## config.mk

```make
export PLATFORM = sky130hd
export DESIGN_NAME = lc_sweep_engine
export DESIGN_NICKNAME = d
export VERILOG_FILES = /design/src/rtl/lc_pkg.sv /design/src/rtl/lc_tt_reg.sv /design/src/rtl/lc_sweep_engine.sv
export SDC_FILE = /design/constraint.sdc
export NUM_CORES = 1
export LEC_CHECK = 0
export BUFFER_PORTS_ARGS = -buffer_cell sky130_fd_sc_hd__clkbuf_2
export CORE_ASPECT_RATIO = 1.5
export CORE_MARGIN = 4
export CORE_UTILIZATION = 52
export DETAILED_ROUTE_END_ITERATION = 10
export PLACE_DENSITY = 0.78
export SLEW_MARGIN = 20
export SYNTH_ARGS = -nofsm -noshare
export SYNTH_HDL_FRONTEND = slang
export SYNTH_SLANG_ARGS = --single-unit
```

## constraint.sdc

```tcl
create_clock -name clk -period 2.8 [get_ports clk]
set_input_delay 0.28 -clock clk [delete_from_list [all_inputs] [get_ports clk]]
set_output_delay 0.28 -clock clk [all_outputs]
set_load 0.02 [all_outputs]
```

## src/rtl/lc_pkg.sv

```systemverilog
// Shared types and sizing helpers for the truth-table sweep engine.
package lc_pkg;

  typedef enum logic [1:0] {
    IDLE = 2'd0,
    RUN  = 2'd1,
    DONE = 2'd2
  } lc_state_t;

  // hold counter width; a single-cycle hold still needs one bit
  function automatic int hold_w(input int hold_cycles);
    return (hold_cycles <= 2) ? 1 : $clog2(hold_cycles);
  endfunction

endpackage

```

## src/rtl/lc_tt_reg.sv

```systemverilog
// Truth-table register with reset preload, gated write, a registered eval
// read port and a combinational compare read port.
module lc_tt_reg
  import lc_pkg::*;
#(
  parameter int                      N_IN    = 4,
  parameter int                      TT_W    = 1 << N_IN,
  parameter logic [(1<<N_IN)-1:0]    TT_INIT = '1
) (
  input  logic            clk,
  input  logic            rst_n,
  input  logic            we,
  input  logic [TT_W-1:0] wdata,
  input  logic [N_IN-1:0] eval_addr,
  output logic            eval_q,
  input  logic [N_IN-1:0] cmp_addr,
  output logic            cmp_bit
);

  logic [TT_W-1:0] tt;

  always_ff @(posedge clk) begin
    if (!rst_n) begin
      tt     <= TT_INIT;
      eval_q <= 1'b0;
    end else begin
      if (we) tt <= wdata;
      eval_q <= tt[eval_addr];
    end
  end

  assign cmp_bit = tt[cmp_addr];

endmodule

```

## src/rtl/lc_sweep_engine.sv

```systemverilog
// Programmable N-input logic cell with an exhaustive sweep checker that
// drives every input vector to an external circuit and tallies mismatches.
module lc_sweep_engine
  import lc_pkg::*;
#(
  parameter int                   N_IN        = 4,
  parameter int                   HOLD_CYCLES = 1,
  parameter logic [(1<<N_IN)-1:0] TT_INIT     = 16'h70FF
) (
  input  logic                   clk,
  input  logic                   rst_n,
  input  logic                   cfg_we,
  input  logic [(1<<N_IN)-1:0]   cfg_tt,
  input  logic [N_IN-1:0]        in_vec,
  output logic                   eval_out,
  input  logic                   start,
  output logic [N_IN-1:0]        vec_out,
  input  logic                   dut_out,
  output logic                   busy,
  output logic                   done,
  output logic [N_IN:0]          mismatch_cnt,
  output logic                   fail_valid,
  output logic [N_IN-1:0]        first_fail
);

  localparam int HW = hold_w(HOLD_CYCLES);
  localparam int CW = N_IN + 1;
  localparam logic [N_IN-1:0] VEC_MAX  = '1;
  localparam logic [HW-1:0]   HOLD_END = HW'(HOLD_CYCLES - 1);

  lc_state_t     state, state_n;
  logic [HW-1:0] hold_cnt;
  logic          exp_bit;
  logic          last_hold;
  logic          tt_we;

  // table is frozen outside IDLE so a sweep checks against a stable reference
  assign tt_we     = cfg_we && (state == IDLE);
  assign last_hold = (hold_cnt == HOLD_END);

  lc_tt_reg #(
    .N_IN    (N_IN),
    .TT_INIT (TT_INIT)
  ) u_tt (
    .clk       (clk),
    .rst_n     (rst_n),
    .we        (tt_we),
    .wdata     (cfg_tt),
    .eval_addr (in_vec),
    .eval_q    (eval_out),
    .cmp_addr  (vec_out),
    .cmp_bit   (exp_bit)
  );

  always_ff @(posedge clk) begin
    if (!rst_n) state <= IDLE;
    else        state <= state_n;
  end

  always_comb begin
    state_n = state;
    case (state)
      IDLE:    if (start) state_n = RUN;
      RUN:     if (last_hold && (vec_out == VEC_MAX)) state_n = DONE;
      DONE:    state_n = IDLE;
      default: state_n = IDLE;
    endcase
  end

  always_ff @(posedge clk) begin
    if (!rst_n) begin
      vec_out      <= '0;
      hold_cnt     <= '0;
      busy         <= 1'b0;
      done         <= 1'b0;
      mismatch_cnt <= '0;
      fail_valid   <= 1'b0;
      first_fail   <= '0;
    end else begin
      case (state)
        IDLE: begin
          done <= 1'b0;
          if (start) begin
            vec_out      <= '0;
            hold_cnt     <= '0;
            mismatch_cnt <= '0;
            fail_valid   <= 1'b0;
            first_fail   <= '0;
            busy         <= 1'b1;
          end
        end
        RUN: begin
          if (!last_hold) begin
            hold_cnt <= hold_cnt + HW'(1);
          end else begin
            if (dut_out != exp_bit) begin
              mismatch_cnt <= mismatch_cnt + CW'(1);
              if (!fail_valid) begin
                first_fail <= vec_out;
                fail_valid <= 1'b1;
              end
            end
            if (vec_out == VEC_MAX) begin
              busy    <= 1'b0;
              done    <= 1'b1;
              vec_out <= '0;
            end else begin
              vec_out  <= vec_out + N_IN'(1);
              hold_cnt <= '0;
            end
          end
        end
        DONE:    done <= 1'b0;
        default: done <= 1'b0;
      endcase
    end
  end

endmodule
```

After elaboration in Yosys (flattened, before gate mapping)
Cells that the tools add are included.
{ "word_totals": {"register_bits": 36, "out_inout_bits": 17, "input_bits": 25, "elab_cells": 66} }
{ "op_classes": {"addsub": 3, "muxes": 29, "n_bitwise": 1, "reduce_logical": 12, "eq_ne": 9, "magnitude_cmp": 2} }
{ "ops": {"columns": ["cell", "count"], "rows": [
  ["$mux W4", 6],
  ["$pmux W4 S2", 2],
  ["$mux W5", 3],
  ["$ne A2 B2 Y1 const B", 6],
  ["$lt A4 B5 Y1 const B", 2],
  ["$pmux W5 S2", 1],
  ["$mux W1", 9],
  ["$bmux W1 S4", 2],
  ["$reduce_and A2 Y1", 4],
  ["$reduce_and A4 Y1", 2],
  ["$pmux W1 S2", 3],
  ["$add A5 B1 Y5 const B", 1],
  ["$reduce_and A5 Y1", 1],
  ["$add A4 B1 Y4 const B", 1],
  ["$eq A4 B4 Y1 const B", 1],
  ["$mux W2", 2],
  ["$pmux W2 S2", 1],
  ["$reduce_and A3 Y1", 1],
  ["$eq A2 B1 Y1 const B", 1],
  ["$logic_and A1 B1 Y1", 2],
  ["$logic_not A2 Y1", 1],
  ["$reduce_bool A2 Y1", 1],
  ["$add A1 B1 Y1 const B", 1],
  ["$ne A1 B1 Y1", 1],
  ["$not A1 Y1", 1]
]} }

Longest topological paths before layout
Gate-level depths: netlist of the first run.
{ "logic_depth": {"depth_word": 6, "ltp_mapped": 7, "ltp_nobuf": 5} }

Hierarchy
Synthesis of the first run repeated with hierarchy kept, for this count alone.
{ "unflattened": {"cells_unflattened": 170, "hier_area_um2": 1734.2} }
{ "by_module_without_submodules": {"columns": ["mod", "seq_area_each_um2", "area_each_um2", "instances", "cells_each"], "rows": [
  ["lc_sweep_engine", 360.3, 870.8, 1, 95],
  ["lc_tt_reg", 340.3, 863.3, 1, 75]
]} }

Least setup slack after synthesis of the first run
Ideal clock, no wire load.
{ "synth_timing": {"path_type": "flip-flop to flip-flop", "from": "register vec_out[1]", "to": "register mismatch_cnt[2]", "t_required_ns": 2.738, "setup_time_ns": 0.062, "path_buffers": 1, "slack_ns": 0.333, "period_less_slack_ns": 2.467, "t_arrival_ns": 2.405, "path_stages_with_launch": 7, "path_cell_list": "dfxtp_1 > buf_6 > mux4_1 > mux4_2 > xnor2_4 > or4b_1 > nand3_1"} }
{ "synth_between": {"elab_chain_cells": 5} }
{ "synth_lines": {"columns": ["element", "line", "rtl"], "rows": [
  ["from (decl)", "lc_sweep_engine.sv:17", "output logic [N_IN-1:0] vec_out,"],
  ["from (signal assigned)", "lc_sweep_engine.sv:108", "vec_out <= vec_out + N_IN'(1);"],
  ["$bmux W1 S4", "lc_tt_reg.sv:32", "assign cmp_bit = tt[cmp_addr];"],
  ["$mux W1 (not written as such)", "lc_tt_reg.sv:32", null],
  ["$ne A1 B1 Y1", "lc_sweep_engine.sv:96", "if (dut_out != exp_bit) begin"],
  ["$ne A2 B2 Y1 (no source line)", null, null],
  ["$reduce_and A4 Y1 (no source line)", null, null],
  ["to (signal assigned)", "lc_sweep_engine.sv:97", "mismatch_cnt <= mismatch_cnt + CW'(1);"],
  ["to (decl)", "lc_sweep_engine.sv:21", "output logic [N_IN:0] mismatch_cnt,"]
]} }
No other way between the ends. The select of a mux whose other input is x is not followed.
A chain may end at the register's enable or synchronous reset.

Worst setup path after layout of the first run
Same ends and word-level chain as after synthesis.

==> run_results.csv, run 1 <==
group,metric,value,unit
die,coreArea,3190,um2
die,die_x,55.2,um
worst_setup_path,path_cells,"mux4_1 > mux4_2 > xnor2_4 > or4b_1 > nand3_1",
worst_setup_path,cpPeakStageDelay,0.57,ns
status,status,"finished clean",
cts,cts_tree,"built",
routing,routed_wl,3630,um
sta,rsz0062_at_grt,"no",
worst_setup_path,critPathLaunchType,"flip-flop",
routing,vias,1471,
yosys,post_synth.cell_area_avg,9.20,um2
sta,min_period,2.45,ns
sta,post-route-period-util,87.6,%
yosys,synth_cell_types,36,
worst_setup_path,cp_num_buf_inv,0,
worst_setup_path,cp-endpoint,"mismatch_cnt[2]",
worst_setup_path,crit_type,"reg -> reg",
cts,cts_setup_buffers,0,
yosys,yosysSeqAreaShare,40.3,%
worst_setup_path,arrival,2.68,ns
grt,first_global_vias,1427,
yosys,synth_compound_area_share,9.71,%
yosys,synthSimpleGateAreaFrac,28.3,%
cts,htree_levels,2,
yosys,ys_seq_elements,35,
worst_setup_path,r2r-start,"vec_out[1]",
sta,fmax,0.408,GHz
grt,grt_max_degree,28,
sta,fin_setup_tns,0,ns
power,seq_power_share,52.7,%
finish,n_fill_cell,296,
worst_setup_path,cp-startpoint,"vec_out[1]",
routing,ant_nets,0,
sta,hold_slack,0.201,ns
die,start_util,54.5,%
finish,area_growth,16.0,%
cts,cts-resized-gates,0,
grt,grt_use_total,17.7,%
placed_design,dp_hpwl,2760,um
routing,via_per_inst,5.51,
power,p_comb_share,14.0,%
finish,antenna_cells,0,
routing,avgRoutedWirePerCell,13.6,um
placed_design,globalplace.congestion,0.834,
cts,cts_sinks,35,
finish,drive_above_1_share,26.0,%
worst_setup_path,cp_max_fo,17,
routing,dr.pass1.iters,4,
sta,report.final.hold_viol_count,0,
yosys,synthMuxAreaShare,14.2,%
worst_setup_path,end_kind,"flip-flop",
yosys,synth_cells,189,
placed_design,portBuffers,41,
sta,clock_skew,0.00292,ns
worst_setup_path,reg2reg_to,"mismatch_cnt[2]",
die,dieArea,4350,um2
grt,antenna_found_initial,0,
worst_hold_path,min_path_type,"in -> reg",
worst_setup_path,crit_cells,5,
cts,clk_pin_slew,0.07,ns
cts,cts_made_buffers,5,
finish,layout.nets,253,
power,power.density,515,nW/um2
sta,slew_headroom,64.8,%
grt,grt_pass1_wl,6230,um
power,p_leak,0.885,nW
sta,setup_viol,0,
power,p_int,0.766,mW
cts,cts_buffer_depth,2,
power,power,1.04,mW
cts,root_buffer,"clkbuf_8",
die,std_cell_rows,25,
power,clockPowerShare,33.3,%
power,switchingPower,0.273,mW
yosys,synth_warnings,0,
yosys,synth_area,1740,um2
flow_run,cap_violations,0,
worst_setup_path,worstRegToRegCells,5,
yosys,synth_top_family_by_area,"simple AND/OR/NAND/NOR gates",
power,sw_frac_of_total,26.3,%
placed_design,place_area,1940,um2
power,peakVddDrop,380,uV
yosys,synth-xor-area-share,1.58,%
cts,hold_buffers,0,
die,die_h,78.8,um
cts,clock_latency,0.28,ns
worst_setup_path,cpLargestDelayFamily,"multiplexers",
finish,final_area,2020,um2
yosys,synth.net_count,216,
sta,worst_pin_slew,0.528,ns
grt,overflow,0,
routing,first_iter_violations,31,
worst_setup_path,cp.required,3.02,ns
worst_setup_path,slowest_stage,"mux4_1",
die,io-pin-count,42,
routing,drc,0,
yosys,synthAdderAreaFrac,1.44,%
worst_setup_path,reg2reg_slack,0.35,ns
sta,drv_slew,0,
finish,post-route-util,63.2,%
kinds of logic (layout without fill, tap and decap cells):
family                   count (synthesis)  after routing
AO/OA/AOI/OAI                           27             27
XOR/XNOR                                 1              1
AND/OR/NAND/NOR                         99             99
flip-flops                              35             35
adder cells (fa/ha/maj)                  2              2
multiplexers                            11             11
buffers and inverters                   14             52
final cells by class:
class                      count  area (um2)  share of cell area, %
clock buffer                   7        76.3                   3.78
clock inverter                 1        5.00                  0.248
inverter                       1        3.75                  0.186
multi-input combinational    140         961                   47.6
sequential                    35         701                   34.7
tap                           40        50.0                   2.48
timing repair buffer          43         220                   10.9
worst min-delay path by stage:
stage                     slack (ns)         end  depth (start not counted)        from
after detailed placement        0.47  u_tt.tt[9]                          2  u_tt.tt[9]
after CTS                       0.19  u_tt.tt[3]                          3   cfg_tt[3]
final                           0.20  u_tt.tt[1]                          3   cfg_tt[1]
after floorplan                 0.40  u_tt.tt[0]                          2   cfg_tt[0]
after global placement          0.45        done                          2        done
after global routing            0.21  u_tt.tt[3]                          3   cfg_tt[3]
cell usage in the layout, fill, tap and decap left out:
cell	netlist	routed
clkbuf_8	0	5
a22oi_1	1	1
o21ai_2	1	1
nand2_1	39	39
mux4_1	3	3
a21o_1	1	1
clkbuf_1	6	2
nand3b_1	4	4
mux4_2	7	7
clkinv_2	0	1
nand3_1	23	23
o211ai_1	3	3
inv_1	1	1
ha_1	2	2
a31oi_1	1	1
nor4b_1	4	4
nor3_1	1	1
xnor2_4	1	1
dfxtp_1	35	35
or4b_1	1	1
and2_1	7	7
and3_1	4	4
o21ai_0	1	1
nor2_1	9	9
nor3b_1	1	1
mux2_2	1	1
a21oi_1	7	7
nor2b_1	3	3
nand2b_1	1	1
clkbuf_2	0	41
or4_1	2	2
buf_4	1	2
a21boi_1	5	5
o21ai_1	6	6
a22o_1	1	1
metal layers:
| layer | up-vias | share of wire, % | global-route usage [%] |
|---|---|---|---|
| met5 | - | 0 | 0 |
| met4 | 0 | 1.0 | 8.52 |
| met3 | 5 | 5.7 | 4.72 |
| met2 | 41 | 53 | 32.0 |
| met1 | 677 | 40 | 18.8 |
| li1 | 748 | - | - |
worst register-to-register path: stages (launching register included):
cell and delay [ns]:
dfxtp_1 0.45, mux4_1 0.57, mux4_2 0.53, xnor2_4 0.24
or4b_1 0.52, nand3_1 0.08
synthesized netlist by cell type, drive strengths merged:
master   n  area, um2
clkbuf   7       30.0
a21oi    7       35.0
or4b     1       10.0
and3     4       25.0
a21o     1       7.51
nor2b    3       18.8
a22oi    1       7.51
and2     7       43.8
mux4    10        236
a21boi   5       37.5
nor3     1       5.00
nor4b    4       35.0
ha       2       25.0
nand3b   4       30.0
a31oi    1       6.26
nor3b    1       7.51
o211ai   3       22.5
nor2     9       33.8
xnor2    1       27.5
dfxtp   35        701
a22o     1       8.76
mux2     1       11.3
nand3   23        115
nand2b   1       6.26
buf      6       43.8
or4      2       15.0
o21ai    8       43.8
nand2   39        146
inv      1       3.75
flip-flops by register name (all words and copies together), names as in the netlist:
| name | flops |
|---|---|
| u_tt.eval_q | 1 |
| done | 1 |
| fail_valid | 1 |
| state | 2 |
| mismatch_cnt | 5 |
| busy | 1 |
| u_tt.tt | 16 |
| first_fail | 4 |
| vec_out | 4 |
power by group through the flow:
stage	clock [mW]	combinational, mW	sequential (mW)
after floorplan	0	0.108	0.557
after global placement	0	0.145	0.557
after detailed placement	0	0.147	0.558
after CTS	0.356	0.147	0.547
after global routing	0.378	0.162	0.551
final	0.346	0.146	0.547
metrics by stage:
step                      worst slack [ns]  instances
after floorplan                      0.333        189
after CTS                            0.326        267
after global routing                 0.243        267
after global placement               0.401        259
final                                0.347        267
after detailed placement             0.344        259
Power figures use the tool's default switching activity.
==> run 2: changes to the inputs <==
Clock period 2.8 ns to 2.51 ns, I/O delays scaled along.
==> run_results.csv, run 2 (synthesis results as in run 1) <==
group,metric,value,unit
status,status,"finished clean",
finish,drive_above_1_share,27.8,%
die,coreArea,3190,um2
cts,clock_latency,0.28,ns
grt,antenna_found_initial,0,
flow_run,cap_violations,0,
routing,first_iter_violations,35,
power,power.density,564,nW/um2
cts,clk_pin_slew,0.06,ns
finish,reg.largest.list,"u_tt.tt x16, mismatch_cnt x5",
routing,avgRoutedWirePerCell,14.1,um
placed_design,portBuffers,41,
finish,antenna_cells,0,
sta,report.final.hold_viol_count,0,
routing,dr.pass1.iters,4,
placed_design,place_area,1950,um2
routing,vias,1532,
grt,first_global_vias,1454,
worst_setup_path,arrival,2.60,ns
placed_design,globalplace.congestion,0.827,
sta,fmax,0.422,GHz
finish,top_register,"u_tt.tt",
cts,cts_made_buffers,5,
worst_setup_path,crit_type,"reg -> reg",
grt,grt_pass1_wl,6380,um
cts,cts_tree,"built",
routing,ant_nets,0,
sta,fin_setup_tns,0,ns
die,start_util,54.5,%
finish,final_common_cell,"clkbuf_2",
sta,slew_headroom,64.9,%
cts,cts_buffer_depth,2,
placed_design,dp.cells,261,
sta,setup_viol,0,
sta,min_period,2.37,ns
sta,layout_setup_ws,0.138,ns
worst_setup_path,end_kind,"flip-flop",
sta,clock_skew,0.00353,ns
finish,layout.nets,258,
finish,fin_cells,270,
cts,root_buffer,"clkbuf_8",
die,dieArea,4350,um2
cts,htree_levels,2,
die,std_cell_rows,25,
finish,largest_reg_flops,16,
die,die_x,55.2,um
worst_setup_path,cp_max_fo,12,
finish,mostFrequentLayoutCells,"clkbuf_2, nand2_1, dfxtp_1, nand3_1, nor2_1",
sta,drv_slew,0,
finish,area_growth,17.7,%
routing,drc,0,
die,die_h,78.8,um
worst_setup_path,cp.required,2.74,ns
worst_hold_path,min_path_type,"in -> reg",
grt,overflow,0,
routing,routed_wl,3800,um
sta,hold_slack,0.169,ns
worst_hold_path,hold_path_depth,3,
die,io-pin-count,42,
grt,grt_max_degree,28,
routing,via_per_inst,5.67,
placed_design,place_worst_setup_slack,0.0359,ns
sta,post-route-period-util,94.5,%
power,p_leak,0.904,nW
sta,worst_pin_slew,0.527,ns
worst_setup_path,critPathLaunchType,"flip-flop",
placed_design,dp_hpwl,2930,um
cts,cts_sinks,35,
power,peakVddDrop,512,uV
worst_setup_path,worstRegToRegCells,5,
grt,grt_use_total,18.7,%
finish,final_area,2050,um2
run 2: changes by cell type in the layout (fill, tap and decap cells not counted):
cell	delta
buf_4	+5
clkbuf_1	-1
clkinv_2	-1
dfxtp_1	-1
dfxtp_2	+1
run 2: where the power goes:
group	switching, mW	total, mW	internal [mW]
clock network	0.178	0.363	0.184
logic	0.0905	0.181	0.0903
registers	0.0268	0.611	0.584
total	0.296	1.15	0.859
run 2: what timing repair did:
item                                    4_1_cts  5_1_grt
gates resized for setup                       0        1
endpoints found under the setup margin        0        6
hold buffers                                  0        0
buffers inserted                              0        3
run 2: through the flow:
| step | total power, mW | util [%] |
|---|---|---|
| floorplan | 0.742 | - |
| global placement | 0.789 | 61.1 |
| detailed placement | 0.794 | 61.1 |
| CTS | 1.17 | 63.4 |
| global route | 1.22 | 64.2 |
| finish | 1.15 | 64.2 |
run 2: final cells by class:
type,instances,area [um2]
fill,307,1140
multi-input combinational,140,961
sequential,35,702
timing repair buffer,48,258
clock buffer,6,72.6
tap,40,50.0
inverter,1,3.75
run 2: worst paths after layout:
check                           startpoint         endpoint  slack, ns
worst max-delay path            vec_out[1]  mismatch_cnt[2]       0.14
worst min-delay path             cfg_tt[5]       u_tt.tt[5]       0.17
worst max register to register  vec_out[1]  mismatch_cnt[2]       0.14
worst min register to register        done             done       0.47
run 2: critical path, cell delays in order (launching register included):
cell	delay (ns)
dfxtp_2	0.40
mux4_1	0.56
mux4_2	0.54
xnor2_4	0.22
or4b_1	0.51
nand3_1	0.08
run 2: routing by layer:
layer	vias to the layer above	global-route usage, %	share of wire [%]
li1	754	-	-
met1	722	19.3	38
met2	48	33.9	54
met3	8	5.69	5.6
met4	0	8.76	1.8
met5	-	0	0
